### src/rtl/cdec_mon_pkg.sv
`default_nettype none
// ============================================================================
// Module   : cdec_mon_pkg
// Purpose  : Shared types and constants for the register monitor.
//            - mon_state_t : scan sequencer state encoding
//            - c_seg_glyph : active-low {g,f,e,d,c,b,a} glyphs for 0-F
//            - c_seg_blank : all segments off
// Revision : 1.0 - initial release
// ============================================================================
package cdec_mon_pkg;

    typedef enum logic [1:0] {
        ST_SET     = 2'd0,
        ST_WAIT    = 2'd1,
        ST_CAPTURE = 2'd2,
        ST_DWELL   = 2'd3
    } mon_state_t;

    // Entry [n] is the glyph for hex digit n (entry 15 listed first).
    localparam logic [15:0][6:0] c_seg_glyph = {
        7'h0E,  // F
        7'h06,  // E
        7'h21,  // d
        7'h46,  // C
        7'h03,  // b
        7'h08,  // A
        7'h10,  // 9
        7'h00,  // 8
        7'h78,  // 7
        7'h02,  // 6
        7'h12,  // 5
        7'h19,  // 4
        7'h30,  // 3
        7'h24,  // 2
        7'h79,  // 1
        7'h40   // 0
    };

    localparam logic [6:0] c_seg_blank = 7'h7F;

endpackage : cdec_mon_pkg
`default_nettype wire

### src/rtl/reg_monitor_hex7seg.sv
`default_nettype none
// ============================================================================
// Module   : hex7seg
// Purpose  : Combinational nibble to active-low 7-segment decoder.
// Ports    : nibble [3:0] in  - hex digit to show
//            blank        in  - 1 forces all segments off
//            seg    [6:0] out - active-low {g,f,e,d,c,b,a}
// Revision : 1.0 - initial release
// ============================================================================
module hex7seg
    import cdec_mon_pkg::*;
(
    input  logic [3:0] nibble,
    input  logic       blank,
    output logic [6:0] seg
);

    assign seg = blank ? c_seg_blank : c_seg_glyph[nibble];

endmodule : hex7seg
`default_nettype wire

### src/rtl/reg_monitor.sv
`default_nettype none
// ============================================================================
// Module   : reg_monitor
// Purpose  : Scans CPU-shell registers (auto range or a manual address),
//            captures address/data samples and shows them on four
//            seven-segment digits.
// Ports    : clock, reset     in  - clock, synchronous active-high reset
//            auto_en          in  - 1 auto-scan, 0 manual address
//            sel_addr [7:0]   in  - manual register address
//            hold             in  - freezes the dwell phase
//            resad    [7:0]   out - registered read address to the shell
//            resdt    [7:0]   in  - shell read data (combinational of resad)
//            cur_addr [7:0]   out - last captured address
//            cur_data [7:0]   out - last captured data
//            valid            out - at least one capture since reset
//            hex3..hex0 [6:0] out - addr hi/lo, data hi/lo (active low)
// Revision : 1.0 - initial release
// ============================================================================
module reg_monitor
    import cdec_mon_pkg::*;
#(
    parameter int         SCAN_DIV  = 12500000,
    parameter logic [7:0] ADDR_BASE = 8'h00,
    parameter logic [7:0] ADDR_LAST = 8'h0F
) (
    input  logic       clock,
    input  logic       reset,
    input  logic       auto_en,
    input  logic [7:0] sel_addr,
    input  logic       hold,
    output logic [7:0] resad,
    input  logic [7:0] resdt,
    output logic [7:0] cur_addr,
    output logic [7:0] cur_data,
    output logic       valid,
    output logic [6:0] hex3,
    output logic [6:0] hex2,
    output logic [6:0] hex1,
    output logic [6:0] hex0
);

    // A one-cycle dwell still needs a 1-bit counter.
    localparam int              CNT_W      = (SCAN_DIV > 1) ? $clog2(SCAN_DIV) : 1;
    localparam logic [CNT_W-1:0] c_cnt_last = CNT_W'(SCAN_DIV - 1);
    localparam logic [7:0]       c_span     = ADDR_LAST - ADDR_BASE;

    mon_state_t       r_state;
    mon_state_t       w_state_next;
    logic [CNT_W-1:0] r_cnt;
    logic [7:0]       r_resad;
    logic [7:0]       r_cur_addr;
    logic [7:0]       r_cur_data;
    logic             r_valid;
    logic [7:0]       w_offset;
    logic [7:0]       w_next_addr;
    logic             w_dwell_done;

    // ------------------------------------------------------------------
    // Next scan address. The offset from ADDR_BASE wraps modulo 256, so an
    // address below the base shows up as a large offset and, like anything
    // at or above ADDR_LAST, restarts the scan at ADDR_BASE.
    // ------------------------------------------------------------------
    assign w_offset = r_resad - ADDR_BASE;

    always_comb begin
        w_next_addr = sel_addr;
        if (auto_en) begin
            if (w_offset >= c_span) begin
                w_next_addr = ADDR_BASE;
            end else begin
                w_next_addr = r_resad + 8'd1;
            end
        end
    end

    assign w_dwell_done = (!hold) && (r_cnt == c_cnt_last);

    // ------------------------------------------------------------------
    // Sequencer: state register
    // ------------------------------------------------------------------
    always_ff @(posedge clock) begin
        if (reset) begin
            // Reset enters WAIT so ADDR_BASE (loaded into resad) is sampled
            // first, independent of auto_en.
            r_state <= ST_WAIT;
        end else begin
            r_state <= w_state_next;
        end
    end

    // ------------------------------------------------------------------
    // Sequencer: next-state logic
    // ------------------------------------------------------------------
    always_comb begin
        w_state_next = r_state;
        case (r_state)
            ST_SET:     w_state_next = ST_WAIT;
            ST_WAIT:    w_state_next = ST_CAPTURE;
            ST_CAPTURE: w_state_next = ST_DWELL;
            ST_DWELL:   if (w_dwell_done) w_state_next = ST_SET;
            default:    w_state_next = ST_WAIT;
        endcase
    end

    // ------------------------------------------------------------------
    // Datapath: read address, dwell counter and captured sample
    // ------------------------------------------------------------------
    always_ff @(posedge clock) begin
        if (reset) begin
            r_resad    <= ADDR_BASE;
            r_cnt      <= '0;
            r_cur_addr <= 8'h00;
            r_cur_data <= 8'h00;
            r_valid    <= 1'b0;
        end else begin
            case (r_state)
                ST_SET: begin
                    r_resad <= w_next_addr;
                end
                ST_CAPTURE: begin
                    r_cur_addr <= r_resad;
                    r_cur_data <= resdt;
                    r_valid    <= 1'b1;
                    r_cnt      <= '0;
                end
                ST_DWELL: begin
                    // Counter holds at its last value on exit; CAPTURE
                    // clears it before the next dwell.
                    if (!hold && (r_cnt != c_cnt_last)) begin
                        r_cnt <= r_cnt + 1'b1;
                    end
                end
                default: begin
                end
            endcase
        end
    end

    assign resad    = r_resad;
    assign cur_addr = r_cur_addr;
    assign cur_data = r_cur_data;
    assign valid    = r_valid;

    // ------------------------------------------------------------------
    // Display: digit 3..0 = addr hi, addr lo, data hi, data lo
    // ------------------------------------------------------------------
    logic [3:0][3:0] w_nib;
    logic [3:0][6:0] w_seg;

    assign w_nib = {r_cur_addr, r_cur_data};

    for (genvar gi = 0; gi < 4; gi++) begin : g_hex
        hex7seg u_hex7seg (
            .nibble (w_nib[gi]),
            .blank  (!r_valid),
            .seg    (w_seg[gi])
        );
    end

    assign hex3 = w_seg[3];
    assign hex2 = w_seg[2];
    assign hex1 = w_seg[1];
    assign hex0 = w_seg[0];

endmodule : reg_monitor
`default_nettype wire

### config.mk
export PLATFORM = sky130hd
export DESIGN_NAME = reg_monitor
export DESIGN_NICKNAME = d
export VERILOG_FILES = /design/src/rtl/cdec_mon_pkg.sv /design/src/rtl/reg_monitor_hex7seg.sv /design/src/rtl/reg_monitor.sv
export SDC_FILE = /design/constraint.sdc
export NUM_CORES = 1
export LEC_CHECK = 0
export BUFFER_PORTS_ARGS = -buffer_cell sky130_fd_sc_hd__buf_4
export CAP_MARGIN = 20
export CORE_ASPECT_RATIO = 2
export CORE_MARGIN = 8
export CORE_UTILIZATION = 55
export DETAILED_ROUTE_END_ITERATION = 10
export HOLD_SLACK_MARGIN = 0.06
export PLACE_DENSITY = 0.87
export SYNTH_ARGS = -nofsm -noshare
export SYNTH_HDL_FRONTEND = slang
export SYNTH_SLANG_ARGS = --single-unit
### constraint.sdc
create_clock -name clock -period 3.4 [get_ports clock]
set_clock_uncertainty 0.15 [all_clocks]
set_input_delay 0 -clock clock [delete_from_list [all_inputs] [get_ports clock]]
set_output_delay 0 -clock clock [all_outputs]
set_load 0.02 [all_outputs]
Word-level counts from Yosys, hierarchy flattened
Memories as Yosys holds them, arrays and structs flattened. A register that Yosys moved wholly into a read port is not among the register bits.
Index checks and enable logic that the tools add are counted.
{"block": "word_totals", "reg_bits": 51, "rom_bits": 448, "input_bits": 20, "output_inout_bits": 53, "wordCells": 52, "n_memories": 4}
{"memory": "(name not given)", "words": 16, "width": 7, "rd": 1, "rd_ports_with_merged_regs": 1, "write_ports": 0, "line_no": "reg_monitor_hex7seg.sv:18", "source": "assign seg = blank ? c_seg_blank : c_seg_glyph[nibble];"}
{"memory": "(name not given)", "words": 16, "width": 7, "rd": 1, "rd_ports_with_merged_regs": 1, "write_ports": 0, "line_no": "reg_monitor_hex7seg.sv:18"}
{"memory": "(name not given)", "words": 16, "width": 7, "rd": 1, "rd_ports_with_merged_regs": 1, "write_ports": 0, "line_no": "reg_monitor_hex7seg.sv:18"}
{"memory": "(name not given)", "words": 16, "width": 7, "rd": 1, "rd_ports_with_merged_regs": 1, "write_ports": 0, "line_no": "reg_monitor_hex7seg.sv:18"}
{"block": "classes", "n_addsub": 2, "n_lt_le_gt_ge": 5, "n_eq_ne": 7, "n_mux": 22, "reduce_logical": 6}
{"cell": "two-way mux 7 bit", "count": 8}
{"cell": "one-hot mux 24 bit (2 select lines)", "count": 1}
{"cell": "two-way mux 4 bit", "count": 8}
{"cell": "adder 24 x 1 -> 24 bit, second input constant", "count": 1}
{"cell": "equality test 24 bit, second input constant", "count": 1}
{"cell": "two-way mux 24 bit", "count": 1}
{"cell": "!= test 24 bit, second input constant", "count": 1}
{"cell": "less-than comparator 4 x 5 -> 1 bit, second input constant", "count": 4}
{"cell": "two-way mux 8 bit", "count": 2}
{"cell": "adder 8 x 1 -> 8 bit, second input constant", "count": 1}
{"cell": ">= comparator 8 x 4 -> 1 bit, second input constant", "count": 1}
{"cell": "one-hot mux 2 bit (4 select lines)", "count": 1}
{"cell": "equality test 2 bit, second input constant", "count": 2}
{"cell": "!= test 2 bit, second input constant", "count": 2}
{"cell": "equality test 2 x 1 -> 1 bit, second input constant", "count": 1}
{"cell": "logical AND 1 bit", "count": 2}
{"cell": "logical NOT 2 bit", "count": 1}
{"cell": "two-way mux 2 bit", "count": 1}
{"cell": "AND reduction 2 bit", "count": 1}
{"cell": "nonzero test 2 bit", "count": 1}
{"cell": "logical NOT 1 bit", "count": 1}

Depth between registers and ports, before layout
Gate-level depths: netlist of the first run.
{"block": "depth", "word_depth": 4, "mapped_depth": 10}

Modules after synthesis
From an unflattened synthesis of the first run, not the netlist that was laid out.
{"block": "unflattened", "hier_cells": 432, "hier_area_um2": 3778.6}
{"module": "reg_monitor", "n_inst": 1, "cells_per_inst": 292, "area_each_um2": 2582.5, "seq_area_each_um2": 1021.0}
{"module": "hex7seg", "n_inst": 4, "cells_per_inst": 35, "area_each_um2": 299.0, "seq_area_each_um2": 0.0}

Worst setup path after synthesis of the first run
No wires, ideal clock.
{"block": "synth_timing", "path_type": "register to register", "startpoint": "register r_state[0]", "endpoint": "register with a tool-made name", "arrival_time_ps": 2234, "required_ps": 3116, "setup_slack_ps": 882, "stages_incl_launch_ff": 10, "n_path_buf": 2, "synth_period_minus_slack_ps": 2518, "path_cell_list": "dfxtp_1 inv_1 ha_1 buf_2 buf_4 mux2i_1 nor2_1 inv_1 ha_1 mux4_2"}
{"item": "from (decl)", "line_no": "reg_monitor.sv:47", "source": "mon_state_t r_state;"}
{"item": "from (signal assigned)", "line_no": "reg_monitor.sv:87", "source": "r_state <= w_state_next;"}

Final worst setup path of the first run
{"block": "layout_timing", "startpoint": "register r_resad[7] (netlist: resad[7])", "endpoint": "register r_resad[2] (netlist: resad[2])"}
{"block": "layout_via", "elab_chain_len": 3}
{"item": "from (decl)", "line_no": "reg_monitor.sv:50", "source": "logic [7:0] r_resad;"}
{"item": "from (signal assigned)", "line_no": "reg_monitor.sv:118", "source": "r_resad <= w_next_addr;"}
{"item": ">= comparator 8 x 4 -> 1 bit", "line_no": "reg_monitor.sv:68", "source": "if (w_offset >= c_span) begin"}
{"item": "two-way mux 8 bit", "line_no": "reg_monitor.sv:68"}
{"item": "two-way mux 8 bit", "line_no": "reg_monitor.sv:67", "source": "if (auto_en) begin"}
Every way passes these cells.
A chain may end at the register's enable or synchronous reset.

==> metrics, run 1 <==
outcome completed; synthesis warning total 0; die width 77.54 um; footprint of the multi-input gates 2410 sq um; max-cap violation count 0; Worst Tran Pin Value 0.5676 ns; diode count 0; CTS tree done; register area share after synthesis 37.97%; Slew Limit Fails 0; Post-Synth XOR/XNOR Area 0.6308%; hpwl dp 6902 um; first-pass GRT wire length 18490 um; Mapped Area 4165 sq um; worst hold margin 0.07859 ns; cells along the critical path nor4_2 > nand2_1 > o32ai_1 > dlygate4sd3_1 > a22oi_1 > dlygate4sd3_1 > nor2_1 > dlygate4sd3_1; Register Area 1582 sq um; setup tns final 0 ns; GR Util All Layers 20.62%; drt initial violations 412; fin nets 616; IO Port Bufs 72; Adder-Cell Fraction of Synth Area 9.012%; Site Rows 45; Root Buffer clkbuf_16; Final Hold Fails 0; drc violations 0; Area contributors post-synth dfxtp_1 38%, ha_1 9.0%, mux2i_1 6.2%; Worst slew margin 62.16%; Post-synth EDFFs 0; VDD IR max 0.3993 mV; mux contribution to synthesized area 8.681%; Tmin final 3.271 ns; Worst setup SP type register; Layout Cells excl Fill 665; Worst Hold Class input pin to register; compound-cell area share of the yosys netlist 16.40%; syn_area_per_cell 9.055 sq um; critical path arrival 3.41 ns; GRT overflow 0; Max clock buf depth 2; static leakage 0.002172 uW; Crit. End Element register; Clk pin slew, worst setup/hold paths 0.06 ns; commonest cells in the netlist 79 x dfxtp_1, 39 x nor2_1, 34 x nand2b_1, 30 x a21oi_1, 30 x ha_1; Worst-Skew Late Latency 0.34 ns; main combinational cell family by area after synthesis simple AND/OR/NAND/NOR gates; gp weighted congestion 0.8798; via/cell ratio 5.774; endpoints failing setup 0; Initial Util 55.62%; core area 7488 sq um; CP required 3.53 ns; fill cell count 516; setup repair bufs after CTS 0; Unique masters post-synth 60; Post-Syn Nets 510; crit share post-route 96.22%; Area after DPL 4763 sq um; Synth Flop Type dfxtp_1; largest net degree at the start of global routing 56; WL/cell 16.76 um; fin area 5463 sq um; Vias 3840; Area Overhead vs Synth 31.15%; #FFs+latches synth 79; DIE AREA 10780 sq um; crit path kind register to register; ys async rst share 0%; unrepaired setup endpoints after global routing no; CP most frequent cell dlygate4sd3_1; Max Clock Freq 0.3057 GHz; CP max FO 4; Total Power 3117 uW; simple-gate share of the synthesized area 22.98%; DIE HEIGHT 139.1 um; Synth top area share 37.97%; antenna-violating nets left 0; Boundary Pins 73; Yosys top cell by area dfxtp_1; placed cells 611; CTS Sinks 79; first-pass iteration count of the detailed router 5; layout cells sized above 1 21.37%; Power Density 570.6 nW/um^2; TritonCTS buffer count 9; critical path's slowest cell dlygate4sd3_1; overall routed net length 11140 um; top-count cell post-synth dfxtp_1; cells after synthesis 460; number of global-route vias before repair 3835; initial antenna violation count 0; CP peak stage delay 0.62 ns; # H-tree levels 3
## layout make-up
| class | instances | share of cell area (%) |
|---|---|---|
| clock buffers | 12 | 4.879 |
| clock inverters | 4 | 0.5268 |
| inverters | 28 | 1.924 |
| multi-input cells | 336 | 44.11 |
| flip-flops and latches | 79 | 28.95 |
| well taps | 94 | 2.153 |
| repair buffers | 112 | 17.45 |
## through the flow
stage	util (%)	setup WS (ns)
floorplan	-	0.8821
global placement	63.61	0.9849
detailed placement	63.61	0.8696
CTS	72.50	0.2060
global route	72.95	0.0003519
finish	72.95	0.1285
## power breakdown
part	switching, uW	internal [uW]
combinational	603	475
sequential	73.0	1030
clock	382	554
## metal layers
metal	vias to the layer above	wire [um]	GRT usage (%)	share of wire [%]
met4	0	201	7.114	1.8
li1	1875	-	-	-
met1	1806	4641	23.81	42
met3	21	646	5.844	5.8
met2	138	5655	35.00	51
met5	-	0	0	0
## critical path, delay by kind of cell (launching register included)
kind            cells  cell delay [ns]
flops               1             0.36
simple gates        3             0.58
buf+inv             3             1.76
compound gates      2             0.36
## cell usage in the layout (no fill, tap or decap), types with 4 or more instances in the layout
| master | instances |
|---|---|
| a31oi_1 | 9 |
| and3_1 | 5 |
| nor2_1 | 39 |
| buf_4 | 74 |
| mux4_2 | 4 |
| inv_2 | 4 |
| a32o_1 | 4 |
| nor2_2 | 4 |
| inv_1 | 24 |
| dlygate4sd3_1 | 37 |
| nor3_1 | 10 |
| o21ai_0 | 15 |
| o22ai_1 | 17 |
| dfxtp_1 | 79 |
| nand2_1 | 16 |
| nand2b_1 | 34 |
| nand3_1 | 14 |
| mux2i_1 | 26 |
| clkbuf_16 | 9 |
| nor4_1 | 5 |
| nor2b_1 | 9 |
| a21oi_1 | 30 |
| ha_1 | 30 |
| or2_2 | 4 |
| nand4_1 | 6 |
## final timing paths
kind | from | to | slack (ns) | cells after the start
worst min-delay path | resdt[6] | register | 0.08 | 4
worst min register to register | r_cnt[16] | r_cnt[16] | 0.34 | 2
worst max register to register | resad[7] | resad[2] | 0.13 | 8
worst max-delay path | resad[7] | resad[2] | 0.13 | 8
## timing repair
action                     in CTS  in global routing
hold buffers                   37                  0
setup endpoints to repair       0                  1
resized for setup               0                  1
hold endpoints to repair       35                  0
## cells by family after synthesis
kind of cell             after synthesis
AND/OR/NAND/NOR                      167
AO/OA/AOI/OAI                        105
flip-flops                            79
buffers and inverters                 45
multiplexers                          31
adder cells (fa/ha/maj)               30
XOR/XNOR                               3
Power figures use the tool's default switching activity.
==> run 2, diff against run 1 <==
--- a/config.mk
+++ b/config.mk
@@ -10,6 +10,7 @@
 export CORE_ASPECT_RATIO = 2
 export CORE_MARGIN = 8
 export CORE_UTILIZATION = 55
+export CTS_BUF_LIST = sky130_fd_sc_hd__clkbuf_2 sky130_fd_sc_hd__clkbuf_4 sky130_fd_sc_hd__clkbuf_8
 export DETAILED_ROUTE_END_ITERATION = 10
 export HOLD_SLACK_MARGIN = 0.06
 export PLACE_DENSITY = 0.87
==> run 2 against run 1 <==
Effect of this change:
- clock power decreased by 29%
- final area decreased by 1.2%
- non-clock buffer count increased by 2
- largest power group unchanged
==> metrics, run 2 (synthesis gave the netlist of run 1 again) <==
fin nets 618 (was 616); die width 77.54 um (unchanged); first-pass GRT wire length 18110 um (was 18490 um); static leakage 0.002141 uW (was 0.002172 uW); diode count 0 (unchanged); Max Clock Freq 0.3047 GHz (was 0.3057 GHz); Worst slew margin 62.83% (was 62.16%); setup repair bufs after CTS 0 (unchanged); DIE HEIGHT 139.1 um (unchanged); GRT overflow 0 (unchanged); hold path cells 1 (was 4); WL/cell 16.07 um (was 16.76 um); Worst-Skew Late Latency 0.36 ns (was 0.34 ns); cells along the critical path nor4_4 > nand2_1 > o32ai_2 > dlygate4sd3_1 > a22oi_1 > dlygate4sd3_1 > nor2_1 > dlygate4sd3_1 (was nor4_2 > nand2_1 > o32ai_1 > dlygate4sd3_1 > a22oi_1 > dlygate4sd3_1 > nor2_1 > dlygate4sd3_1); endpoints failing setup 0 (unchanged); critical path's slowest cell dlygate4sd3_1 (unchanged); Root Buffer clkbuf_8 (was clkbuf_16); CP peak stage delay 0.59 ns (was 0.62 ns); TritonCTS buffer count 9 (unchanged); Slew Limit Fails 0 (unchanged); DIE AREA 10780 sq um (unchanged); Area Overhead vs Synth 29.59% (was 31.15%); R2R depth 8 (unchanged); gp weighted congestion 0.8798 (unchanged); Worst setup SP type register (unchanged); initial antenna violation count 0 (unchanged); first-pass iteration count of the detailed router 5 (unchanged); worst path buffer plus inverter count 3 (unchanged); Clk pin slew, worst setup/hold paths 0.08 ns (was 0.06 ns); crit share post-route 96.52% (was 96.22%); layout cells sized above 1 21.47% (was 21.37%); IO Port Bufs 72 (unchanged); HP Start r_cnt[20] (was resdt[6]); outcome completed (unchanged); # H-tree levels 3 (unchanged); Boundary Pins 73 (unchanged); fill cell count 533 (was 516); via/cell ratio 5.667 (was 5.774); Initial Util 55.62% (unchanged); CP most frequent cell dlygate4sd3_1 (unchanged); Worst Tran Pin Value 0.5575 ns (was 0.5676 ns); VDD IR max 0.3638 mV (was 0.3993 mV); CTS tree done (unchanged); antenna-violating nets left 0 (unchanged); Power Density 526.8 nW/um^2 (was 570.6 nW/um^2); Hold Path Sink r_cnt[20]; commonest non-fill, non-tap cell in the layout dfxtp_1 (unchanged); setup tns final 0 ns (unchanged); Final Hold Fails 0 (unchanged); Top delay family on crit path buffers and inverters (unchanged); fin worst setup slack 0.1184 ns (was 0.1285 ns); CP max FO 4 (unchanged); CTS Sinks 79 (unchanged); crit path kind register to register (unchanged); Tmin final 3.282 ns (was 3.271 ns); Post-Route Utilization 72.08% (was 72.95%); max-cap violation count 0 (unchanged); Site Rows 45 (unchanged); GR Util All Layers 20.09% (was 20.62%); commonest non-fill, non-tap cells in the layout 79 x dfxtp_1, 74 x buf_4, 39 x nor2_1, 39 x dlygate4sd3_1, 34 x nand2b_1 (was 79 x dfxtp_1, 74 x buf_4, 39 x nor2_1); Vias 3780 (was 3840); Max clock buf depth 2 (unchanged); Critical R2R Launch resad[7] (unchanged); core area 7488 sq um (unchanged); critical path arrival 3.43 ns (was 3.41 ns); overall routed net length 10720 um (was 11140 um); hpwl dp 6902 um (unchanged); Worst Hold Class register to register (was input pin to register); drt initial violations 319 (was 412); largest net degree at the start of global routing 56 (unchanged); number of global-route vias before repair 3758 (was 3835); Total Power 2844 uW (was 3117 uW); Post-Place Worst Slack 0.8696 ns (unchanged); drc violations 0 (unchanged); Crit Reg-Reg Endpoint resad[2] (unchanged); CP required 3.55 ns (was 3.53 ns); Worst R2R Setup Slack 0.12 ns (was 0.13 ns); Crit. End Element register (unchanged)
run 2: cell type report:
cell class                      count  area, sq um  area share [%]
Timing Repair Buffer              114        973.4           18.03
Multi-Input combinational cell    336         2426           44.95
Clock buffer                       12        165.2           3.060
Sequential cell                    79         1582           29.30
Inverter                           28        105.1           1.947
Clock inverter                      4        28.78          0.5331
Tap cell                           94        117.6           2.179
run 2: power by group:
part / switching, uW / leakage (uW) / internal, uW / total, uW
Clock: 344 / 0.0000946 / 325 / 669
Sequential: 73.5 / 0.000640 / 1030 / 1100
Combinational: 593 / 0.00141 / 480 / 1070
Total: 1010 / 0.00214 / 1830 / 2840
run 2: per-layer routing:
metal	vias up	part of all wire, %	GRT usage (%)
met2	124	50	32.59
met3	18	5.9	6.364
met1	1768	42	24.29
met5	-	0	0
li1	1870	-	-
met4	0	1.9	6.513
run 2: worst max path at each step:
stage                           from       end  cells after the start
after floorplan           r_state[0]  register                      9
after global placement    r_state[0]  register                      8
after detailed placement  r_state[0]  register                      8
after CTS                   resad[7]  resad[2]                      8
after global routing        resad[7]  resad[2]                      8
final                       resad[7]  resad[2]                      8
run 2: worst register-to-register path: cells and delay by family (launching register included):
kind	cells	cell delay [ns]
AND/OR/NAND/NOR	3	0.61
buffers and inverters	3	1.75
flip-flops	1	0.37
AO/OA/AOI/OAI	2	0.35
run 2: timing repair:
item	CTS	global route
hold endpoints to repair	40	0
endpoints found under the setup margin	0	1
resized for setup	0	3
hold buffers	39	0
run 2: through the flow:
| step | hold slack (ns) | instance area, sq um | cells |
|---|---|---|---|
| after global placement | 0.07698 | 4763 | 611 |
| after global routing | 0.3701 | 5398 | 667 |
| after floorplan | -0.01080 | 4165 | 460 |
| after detailed placement | 0.08920 | 4763 | 611 |
| after CTS | 0.3408 | 5348 | 666 |
| final | 0.3374 | 5398 | 667 |
